--- src/rtl/serial_pattern_tx_if.sv ---
// ---------------------------------------------------------------------------
// serial_pattern_tx_if
//
// Bundles the load handshake and the serial output side of serial_pattern_tx.
//
// Signals:
//   load_valid  source -> tx   load_data / repeat_n are valid
//   load_data   source -> tx   word to send, MSB first
//   repeat_n    source -> tx   number of transmissions (0 behaves as 1)
//   load_ready  tx -> source   transmitter idle and able to accept a word
//   out_bit     tx -> sink     serial data, 0 whenever out_valid is 0
//   out_valid   tx -> sink     out_bit carries a payload bit this cycle
//   busy        tx -> sink     transmission (including gaps) in progress
//   done        tx -> sink     pulse on the last bit of the last repetition
//   match_cnt   tx -> sink     non-overlapping 10101 count (0 when disabled)
//
// Modports:
//   master  the word source / observer side
//   slave   the transmitter
// ---------------------------------------------------------------------------
interface serial_pattern_tx_if #(
    parameter int WIDTH = 16
);
    logic             load_valid;
    logic [WIDTH-1:0] load_data;
    logic [3:0]       repeat_n;
    logic             load_ready;
    logic             out_bit;
    logic             out_valid;
    logic             busy;
    logic             done;
    logic [15:0]      match_cnt;

    modport master (
        output load_valid,
        output load_data,
        output repeat_n,
        input  load_ready,
        input  out_bit,
        input  out_valid,
        input  busy,
        input  done,
        input  match_cnt
    );

    modport slave (
        input  load_valid,
        input  load_data,
        input  repeat_n,
        output load_ready,
        output out_bit,
        output out_valid,
        output busy,
        output done,
        output match_cnt
    );
endinterface

--- src/rtl/serial_pattern_tx.sv ---
// ---------------------------------------------------------------------------
// serial_pattern_tx
//
// Serial bit-stream transmitter. A word accepted over a valid/ready handshake
// is shifted out MSB first, one bit per clock, and optionally repeated with
// GAP idle cycles between repetitions. It feeds the serial sequence detectors
// downstream.
//
// Parameters:
//   WIDTH  word length in bits (must be >= 2)
//   GAP    idle cycles between repetitions of the same word (0 = back-to-back)
//
// Ports:
//   clk  rising-edge clock
//   rst  asynchronous, active-high reset
//   tx   serial_pattern_tx_if.slave: load_valid/load_data/repeat_n in,
//        load_ready/out_bit/out_valid/busy/done/match_cnt out
//
// Build option:
//   PTX_MATCH_CNT_EN  when defined, a non-overlapping 10101 detector watches
//                     the transmitted payload bits and match_cnt counts its
//                     hits (saturating). When undefined match_cnt is 0.
//
// All outputs are decoded from registered state; there is no combinational
// path from the interface inputs to any output.
// ---------------------------------------------------------------------------
module serial_pattern_tx #(
    parameter int WIDTH = 16,
    parameter int GAP   = 0
) (
    input  logic               clk,
    input  logic               rst,
    serial_pattern_tx_if.slave tx
);

    localparam int BCW = $clog2(WIDTH);
    // A zero-cycle gap still needs a 1-bit counter to keep the declaration legal.
    localparam int GCW = (GAP > 0) ? $clog2(GAP + 1) : 1;

    localparam logic [BCW-1:0] BIT_LAST = BCW'(WIDTH - 1);
    localparam logic [GCW-1:0] GAP_LAST = GCW'((GAP > 0) ? GAP - 1 : 0);

    typedef enum logic [1:0] {
        ST_IDLE  = 2'd0,
        ST_SHIFT = 2'd1,
        ST_GAP   = 2'd2
    } state_t;

    state_t           state_q, state_d;
    logic [BCW-1:0]   bitcnt_q, bitcnt_d;
    logic [GCW-1:0]   gapcnt_q, gapcnt_d;
    logic [3:0]       rep_left_q, rep_left_d;
    logic [WIDTH-1:0] shreg_q, shreg_d;
    logic [WIDTH-1:0] word_q, word_d;

    logic             shifting;
    logic             last_bit;

    assign shifting = (state_q == ST_SHIFT);
    assign last_bit = shifting && (bitcnt_q == BIT_LAST);

    // -----------------------------------------------------------------------
    // Next-state logic
    // -----------------------------------------------------------------------
    always_comb begin
        state_d    = state_q;
        bitcnt_d   = bitcnt_q;
        gapcnt_d   = gapcnt_q;
        rep_left_d = rep_left_q;
        shreg_d    = shreg_q;
        word_d     = word_q;

        unique case (state_q)
            ST_IDLE: begin
                // load_ready is high throughout IDLE, so valid alone completes
                // the handshake here.
                if (tx.load_valid) begin
                    shreg_d    = tx.load_data;
                    word_d     = tx.load_data;
                    rep_left_d = (tx.repeat_n == 4'd0) ? 4'd1 : tx.repeat_n;
                    bitcnt_d   = '0;
                    state_d    = ST_SHIFT;
                end
            end

            ST_SHIFT: begin
                shreg_d  = {shreg_q[WIDTH-2:0], 1'b0};
                bitcnt_d = bitcnt_q + BCW'(1);
                if (bitcnt_q == BIT_LAST) begin
                    rep_left_d = rep_left_q - 4'd1;
                    if (rep_left_q == 4'd1) begin
                        state_d = ST_IDLE;
                    end else if (GAP == 0) begin
                        // Back-to-back repetition: next word's MSB follows
                        // the current LSB with no idle cycle.
                        shreg_d  = word_q;
                        bitcnt_d = '0;
                    end else begin
                        state_d  = ST_GAP;
                        gapcnt_d = '0;
                    end
                end
            end

            ST_GAP: begin
                gapcnt_d = gapcnt_q + GCW'(1);
                if (gapcnt_q == GAP_LAST) begin
                    shreg_d  = word_q;
                    bitcnt_d = '0;
                    state_d  = ST_SHIFT;
                end
            end

            default: begin
                state_d = ST_IDLE;
            end
        endcase
    end

    // -----------------------------------------------------------------------
    // Control registers (reset)
    // -----------------------------------------------------------------------
    always_ff @(posedge clk or posedge rst) begin
        if (rst) begin
            state_q    <= ST_IDLE;
            bitcnt_q   <= '0;
            gapcnt_q   <= '0;
            rep_left_q <= '0;
        end else begin
            state_q    <= state_d;
            bitcnt_q   <= bitcnt_d;
            gapcnt_q   <= gapcnt_d;
            rep_left_q <= rep_left_d;
        end
    end

    // -----------------------------------------------------------------------
    // Data registers (no reset: contents only matter once a word is loaded)
    // -----------------------------------------------------------------------
    always_ff @(posedge clk) begin
        shreg_q <= shreg_d;
        word_q  <= word_d;
    end

    // -----------------------------------------------------------------------
    // Output decode
    // -----------------------------------------------------------------------
    assign tx.load_ready = (state_q == ST_IDLE);
    assign tx.busy       = (state_q != ST_IDLE);
    assign tx.out_valid  = shifting;
    assign tx.out_bit    = shifting & shreg_q[WIDTH-1];
    assign tx.done       = last_bit && (rep_left_q == 4'd1);

`ifdef PTX_MATCH_CNT_EN
    // Detector state = longest suffix of the received bits that is a prefix
    // of 10101. A full match restarts from empty, which makes the counted
    // occurrences non-overlapping.
    typedef enum logic [2:0] {
        M_S0 = 3'd0,
        M_S1 = 3'd1,
        M_S2 = 3'd2,
        M_S3 = 3'd3,
        M_S4 = 3'd4
    } mstate_t;

    mstate_t     mst_q, mst_d;
    logic [15:0] match_cnt_q, match_cnt_d;
    logic        hit;

    function automatic logic [15:0] sat_inc(input logic [15:0] v);
        return (v == 16'hFFFF) ? v : v + 16'd1;
    endfunction

    always_comb begin
        mst_d       = mst_q;
        hit         = 1'b0;
        if (shifting) begin
            unique case (mst_q)
                M_S0: mst_d = shreg_q[WIDTH-1] ? M_S1 : M_S0;
                M_S1: mst_d = shreg_q[WIDTH-1] ? M_S1 : M_S2;
                M_S2: mst_d = shreg_q[WIDTH-1] ? M_S3 : M_S0;
                M_S3: mst_d = shreg_q[WIDTH-1] ? M_S1 : M_S4;
                M_S4: begin
                    mst_d = M_S0;
                    hit   = shreg_q[WIDTH-1];
                end
                default: mst_d = M_S0;
            endcase
        end
        match_cnt_d = hit ? sat_inc(match_cnt_q) : match_cnt_q;
    end

    // Detector state survives gaps, repetitions and new words; only rst clears it.
    always_ff @(posedge clk or posedge rst) begin
        if (rst) begin
            mst_q       <= M_S0;
            match_cnt_q <= '0;
        end else begin
            mst_q       <= mst_d;
            match_cnt_q <= match_cnt_d;
        end
    end

    assign tx.match_cnt = match_cnt_q;
`else
    assign tx.match_cnt = 16'd0;
`endif

endmodule

--- src/flat_wrapper.sv ---
// flat-port wrapper written by rule: the top's interface ports become plain ports
module serial_pattern_tx_flat 
#(
    parameter int WIDTH = 16,
    parameter int GAP   = 0
)
  (clk, rst, tx_load_valid, tx_load_data, tx_repeat_n, tx_load_ready, tx_out_bit, tx_out_valid, tx_busy, tx_done, tx_match_cnt);
  serial_pattern_tx_if #(.WIDTH(WIDTH)) tx_i ();
  input  logic clk;
  input  logic rst;
  input wire logic [$bits(tx_i.load_valid)-1:0] tx_load_valid;
  input wire logic [$bits(tx_i.load_data)-1:0] tx_load_data;
  input wire logic [$bits(tx_i.repeat_n)-1:0] tx_repeat_n;
  output wire logic [$bits(tx_i.load_ready)-1:0] tx_load_ready;
  output wire logic [$bits(tx_i.out_bit)-1:0] tx_out_bit;
  output wire logic [$bits(tx_i.out_valid)-1:0] tx_out_valid;
  output wire logic [$bits(tx_i.busy)-1:0] tx_busy;
  output wire logic [$bits(tx_i.done)-1:0] tx_done;
  output wire logic [$bits(tx_i.match_cnt)-1:0] tx_match_cnt;
  assign tx_i.load_valid = tx_load_valid;
  assign tx_i.load_data = tx_load_data;
  assign tx_i.repeat_n = tx_repeat_n;
  assign tx_load_ready = tx_i.load_ready;
  assign tx_out_bit = tx_i.out_bit;
  assign tx_out_valid = tx_i.out_valid;
  assign tx_busy = tx_i.busy;
  assign tx_done = tx_i.done;
  assign tx_match_cnt = tx_i.match_cnt;
  serial_pattern_tx #(.WIDTH(WIDTH), .GAP(GAP)) u_core (.clk(clk), .rst(rst), .tx(tx_i));
endmodule
--- config.mk ---
export PLATFORM = sky130hd
export DESIGN_NAME = serial_pattern_tx_flat
export DESIGN_NICKNAME = d
export VERILOG_FILES = /design/src/rtl/serial_pattern_tx_if.sv /design/src/rtl/serial_pattern_tx.sv /design/src/flat_wrapper.sv
export SDC_FILE = /design/constraint.sdc
export NUM_CORES = 1
export LEC_CHECK = 0
export CAP_MARGIN = 20
export CORE_MARGIN = 8
export CORE_UTILIZATION = 47
export CTS_BUF_LIST = sky130_fd_sc_hd__clkbuf_2
export CTS_CLUSTER_SIZE = 14
export DETAILED_ROUTE_END_ITERATION = 8
export GPL_ROUTABILITY_DRIVEN = 0
export PLACE_DENSITY = 0.87
export RECOVER_POWER = 50
export SYNTH_ARGS = -nofsm -noshare
export SYNTH_HDL_FRONTEND = slang
export SYNTH_SLANG_ARGS = --single-unit
--- constraint.sdc ---
create_clock -name clk -period 1.65 [get_ports clk]
set_input_delay 0.4125 -clock clk [delete_from_list [all_inputs] [get_ports clk]]
set_output_delay 0.4125 -clock clk [all_outputs]
set_load 0.01 [all_outputs]
# Yosys cells after proc, flatten, opt, wreduce, memory -nomap -nowiden
# Cells that the tools add are included.
[totals]
regBits = 43
inputBits = 23
out_inout_bits = 21
word_cells = 48
[op_classes]
add_sub_neg = 3
eq_ne = 8
n_mux = 19
n_bitwise = 1
reduce_logical = 11
[op_table]
columns = ["op", "count"]
rows = [
  ["2-to-1 mux 16 bit", 4],
  ["case mux 16 bit (3 select lines)", 1],
  ["2-to-1 mux 4 bit", 7],
  ["case mux 4 bit (3 select lines)", 1],
  ["2-to-1 mux 2 bit", 4],
  ["!= test 2 bit, second input constant", 4],
  ["case mux 4 bit (2 select lines)", 1],
  ["case mux 2 bit (3 select lines)", 1],
  ["AND reduction 3 bit", 2],
  ["adder 4 x 1 -> 4 bit, second input constant", 1],
  ["equality test 4 x 1 -> 1 bit, second input constant", 1],
  ["equality test 4 bit, second input constant", 1],
  ["logical NOT 4 bit", 1],
  ["AND reduction 4 bit", 1],
  ["nonzero test 2 bit", 2],
  ["subtractor 4 x 1 -> 4 bit, second input constant", 1],
  ["nonzero test 3 bit", 1],
  ["equality test 2 x 1 -> 1 bit, second input constant", 1],
  ["equality test 2 bit, second input constant", 1],
  ["logical AND 1 bit", 2],
  ["logical NOT 2 bit", 1],
  ["AND reduction 2 bit", 1],
  ["adder 1 bit, second input constant", 1],
  ["AND 1 bit", 1],
]

# Logic depth before layout (Yosys ltp)
[depth]
word_depth = 4
mapped_depth = 7
mapped_depth_nobuf = 5

# Worst setup path after synthesis
# Ideal clock, no wire load.
[synth_path]
path_type = "register to output"
startpoint = "register u_core.rep_left_q[1]"
endpoint = "output tx_done"
arrival_ns = 1.350
required_ns = 1.237
slack_ns = -0.112
path_stages_with_launch = 7
path_buffers = 2
cell_sequence = "dfrtp_1 -> inv_1 -> ha_1 -> or3b_1 -> buf_6 -> buf_6 -> nor2_2"
[synth_via]
elab_chain_len = 2
[synth_lines]
columns = ["item", "line_no", "text"]
rows = [
  ["start: declaration", "serial_pattern_tx.sv:52", "logic [3:0] rep_left_q, rep_left_d;"],
  ["start signal: assignment", "serial_pattern_tx.sv:133", "rep_left_q <= rep_left_d;"],
  ["equality test 4 x 1 -> 1 bit", "serial_pattern_tx.sv:152", "assign tx.done = last_bit && (rep_left_q == 4'd1);"],
  ["logical AND 1 bit", "serial_pattern_tx.sv:152", ""],
  ["end: declaration", "flat_wrapper.sv:18", "output wire logic [$bits(tx_i.done)-1:0] tx_done;"],
]
# No other way between the ends.

# Worst setup path after layout
# Ends and elaborated chain as after synthesis.

==> impl_metrics.ini <==
[drt]
detailroute.via_count = 1683
drtAntennaViolNets = 0
drt_iter0_markers = 116
wl_per_cell_um = 17.5
drt-total-wl_um = 5190
drc_errors = 0
via_per_inst = 5.69
firstDrtPassIters = 4

[flow_run]
maxCapViolCount = 0

[die]
die_w_um = 82.0
row_count = 24
die-area_mm2 = 0.00673
core_mm2 = 0.00426
io_pins = 44
die_h_um = 82.0
initial_utilization = 0.480

[synth]
synth_area_mm2 = 0.00205
netlist_instances = 188
syn_avg_cell_area_um2 = 10.9
ys_warn_count = 0
synth_seq_cells = 41
yosysUniqueCellTypes = 39
synth_seq_area_share = 0.579

[clock_network]
clkSinkCount = 41
cts_tree = built
cts_buffers = 5
cts-root-buf = clkbuf_2
clockBufferDepth = 2
clk_pin_slew_ps = 200
clk_latency_ps = 410
h-tree-depth = 2

[pwr]
irDropWorstVdd_mv = 0.582
p_leak_nw = 1.08
powerDensity_mw_per_mm2 = 1050
total_power_mw = 2.90

[cells_and_area]
register_area_mm2 = 0.00119
multiInputGateArea_um2 = 812
antenna_cells = 0
fin_nets = 269
drive_gt1_frac = 0.287
final_area_mm2 = 0.00277
area_growth_pct = 35.3
fillers = 340

[sta]
drv_slew = 0
fin_crit_sh = 1.24
fmax_mhz = 488
skew_ps = 16.4
fin_setup_tns_ps = -11590
finalHoldViolations = 0
setup_slack_ps = -400
tightest_slew_ps = 537
slew_headroom = 0.642
setup_violations = 58
rsz0062_at_grt = true
fin_hold_ws_ps = 385
finalWorstPathRequiredPeriod_ps = 2050

[global_routing]
grt_util_all_layers = 0.160
grt_pass1_wl_um = 8180
grt_pass1_vias = 1706
antenna_found_initial = 0
grt_max_degree = 22
grt_overflow_total = 0

[outcome]
status = complete, but fails checks
violations = setup timing

[setup_path]
path_cells = inv_2 -> ha_4 -> or3b_4 -> nor2_4 -> buf_6
cpPeakStageDelay_ps = 430
crit_arrival_ps = 1640
cpLargestDelayFamily = simple AND/OR/NAND/NOR gates
cp_max_fo = 2
worstPathRequired_ps = 1240
cp_num_buf_inv = 2
critPathCaptureType = output pin
crit_type = flop to output pin
crit_path_top_delay_cell = dfrtp_1
startpoint_type = flop

[hold_path]
hp-class = input pin to async pin

[placement]
hpwl_um = 3480
port_buffers = 27
place_area_mm2 = 0.00249
## worst paths after layout
path	start	to	slack (ps)	depth (start not counted)
min reg2reg	u_core.bitcnt_q[0]$_DFFE_PP0P_	u_core.bitcnt_q[0]$_DFFE_PP0P_	610	2
min in group clk	u_core.bitcnt_q[0]$_DFFE_PP0P_	u_core.bitcnt_q[0]$_DFFE_PP0P_	610	2
min	rst	u_core.rep_left_q[0]$_DFFE_PP0P_	380	2
max	u_core.rep_left_q[1]$_DFFE_PP0P_	tx_done	-400	5
max in group asynchronous	rst	u_core.bitcnt_q[2]$_DFFE_PP0P_	1000	2
max reg2reg	u_core.rep_left_q[1]$_DFFE_PP0P_	u_core.shreg_q[0]$_DFFE_PP_	-350	8
## layout by cell type, fill, tap and decap left out, types with 4 or more instances in the layout
cell             instances
dlygate4sd3_1           17
dfrtp_1                  9
clkbuf_2                 6
clkdlybuf4s50_1          5
inv_1                    5
buf_6                    8
edfxtp_1                32
nand3_2                 14
nand2_1                  6
conb_1                  16
buf_12                   4
nor2_1                  17
nand3_1                  4
o21ai_0                 21
a31oi_1                 15
buf_4                   24
## timing repair
item                       4_1_cts  5_1_grt
setup buffers                    6        4
setup endpoints to repair       21       22
pin swaps                       31        2
resized for setup               47       10
cloned                           1        0
hold buffers                     0        0
## cell type report
class | instances | area share
sequential | 41 | 0.428
multi-input combinational | 125 | 0.293
timing repair buffer | 63 | 0.222
tap | 52 | 0.0235
clock inverter | 3 | 0.0149
inverter | 7 | 0.00948
clock buffer | 5 | 0.00903
## state kept, by name (all words and copies together), names as in the netlist
register and flops:
u_core.shreg_q 16, u_core.rep_left_q 4, u_core.bitcnt_q 4, u_core.word_q 16, u_core.state_q 1
## cells by family (layout without fill, tap and decap cells)
logic type,Yosys count,in the layout,synth area share
AOI/OAI and AO/OA,47,47,0.139
xor gates and xnor gates,1,1,0.00428
adders and majority gates,3,3,0.0183
buffers and inverters,37,78,0.111
DFF,41,41,0.579
muxes,1,1,0.00550
other,1,16,0.00183
and+or+nand+nor,57,57,0.141
## Yosys cell counts
cell type,instances,area (µm²)
a21o_1,1,7.51
o211ai_1,2,15.0
clkbuf_1,3,11.3
conb_1,1,3.75
nor2b_1,1,6.26
buf_2,6,30.0
clkbuf_2,1,5.00
nand3_1,19,95.1
a41oi_1,2,17.5
nand2b_1,1,6.26
nor3b_2,1,12.5
o32ai_1,2,17.5
ha_1,3,37.5
and4_1,1,8.76
nand4b_1,1,8.76
nor3_1,2,10.0
and2_1,1,6.26
nor3b_1,1,7.51
a21oi_1,1,5.00
buf_1,1,3.75
edfxtp_1,32,961
buf_4,17,128
or3b_1,1,8.76
buf_6,2,22.5
mux2_2,1,11.3
dfrtp_1,9,225
a31oi_1,16,100
a32o_1,1,10.0
nand2_1,6,22.5
nor2_2,1,6.26
nand4_1,1,6.26
and3_1,1,6.26
and2b_1,1,7.51
inv_1,7,26.3
a22oi_1,1,7.51
xnor2_1,1,8.76
o21ai_0,21,105
nor2_1,17,63.8
or3_1,1,6.26
## power by group
group | switching (mW) | leakage [nW] | internal, mW
registers | 0.0807 | 0.435 | 1.36
clock network | 0.333 | 0.0366 | 0.251
logic | 0.442 | 0.604 | 0.443
## per-stage QoR
step / util / worst slack, ps / cells
4_1_cts: 0.647 / -407 / 295
3_5_place_dp: 0.585 / -393 / 280
3_3_place_gp: 0.585 / -357 / 280
6_report: 0.650 / -400 / 296
5_1_grt: 0.650 / -485 / 296
2_1_floorplan: - / -43.4 / 203
## routing by layer
| metal | GRT usage | wire, µm | vias up |
|---|---|---|---|
| met1 | 0.180 | 2060 | 826 |
| met5 | 0 | 0 | - |
| met2 | 0.283 | 2730 | 68 |
| li1 | - | - | 772 |
| met4 | 0.0649 | 111 | 0 |
| met3 | 0.0427 | 288 | 17 |
Note: power is estimated with default switching activity, not from simulation.
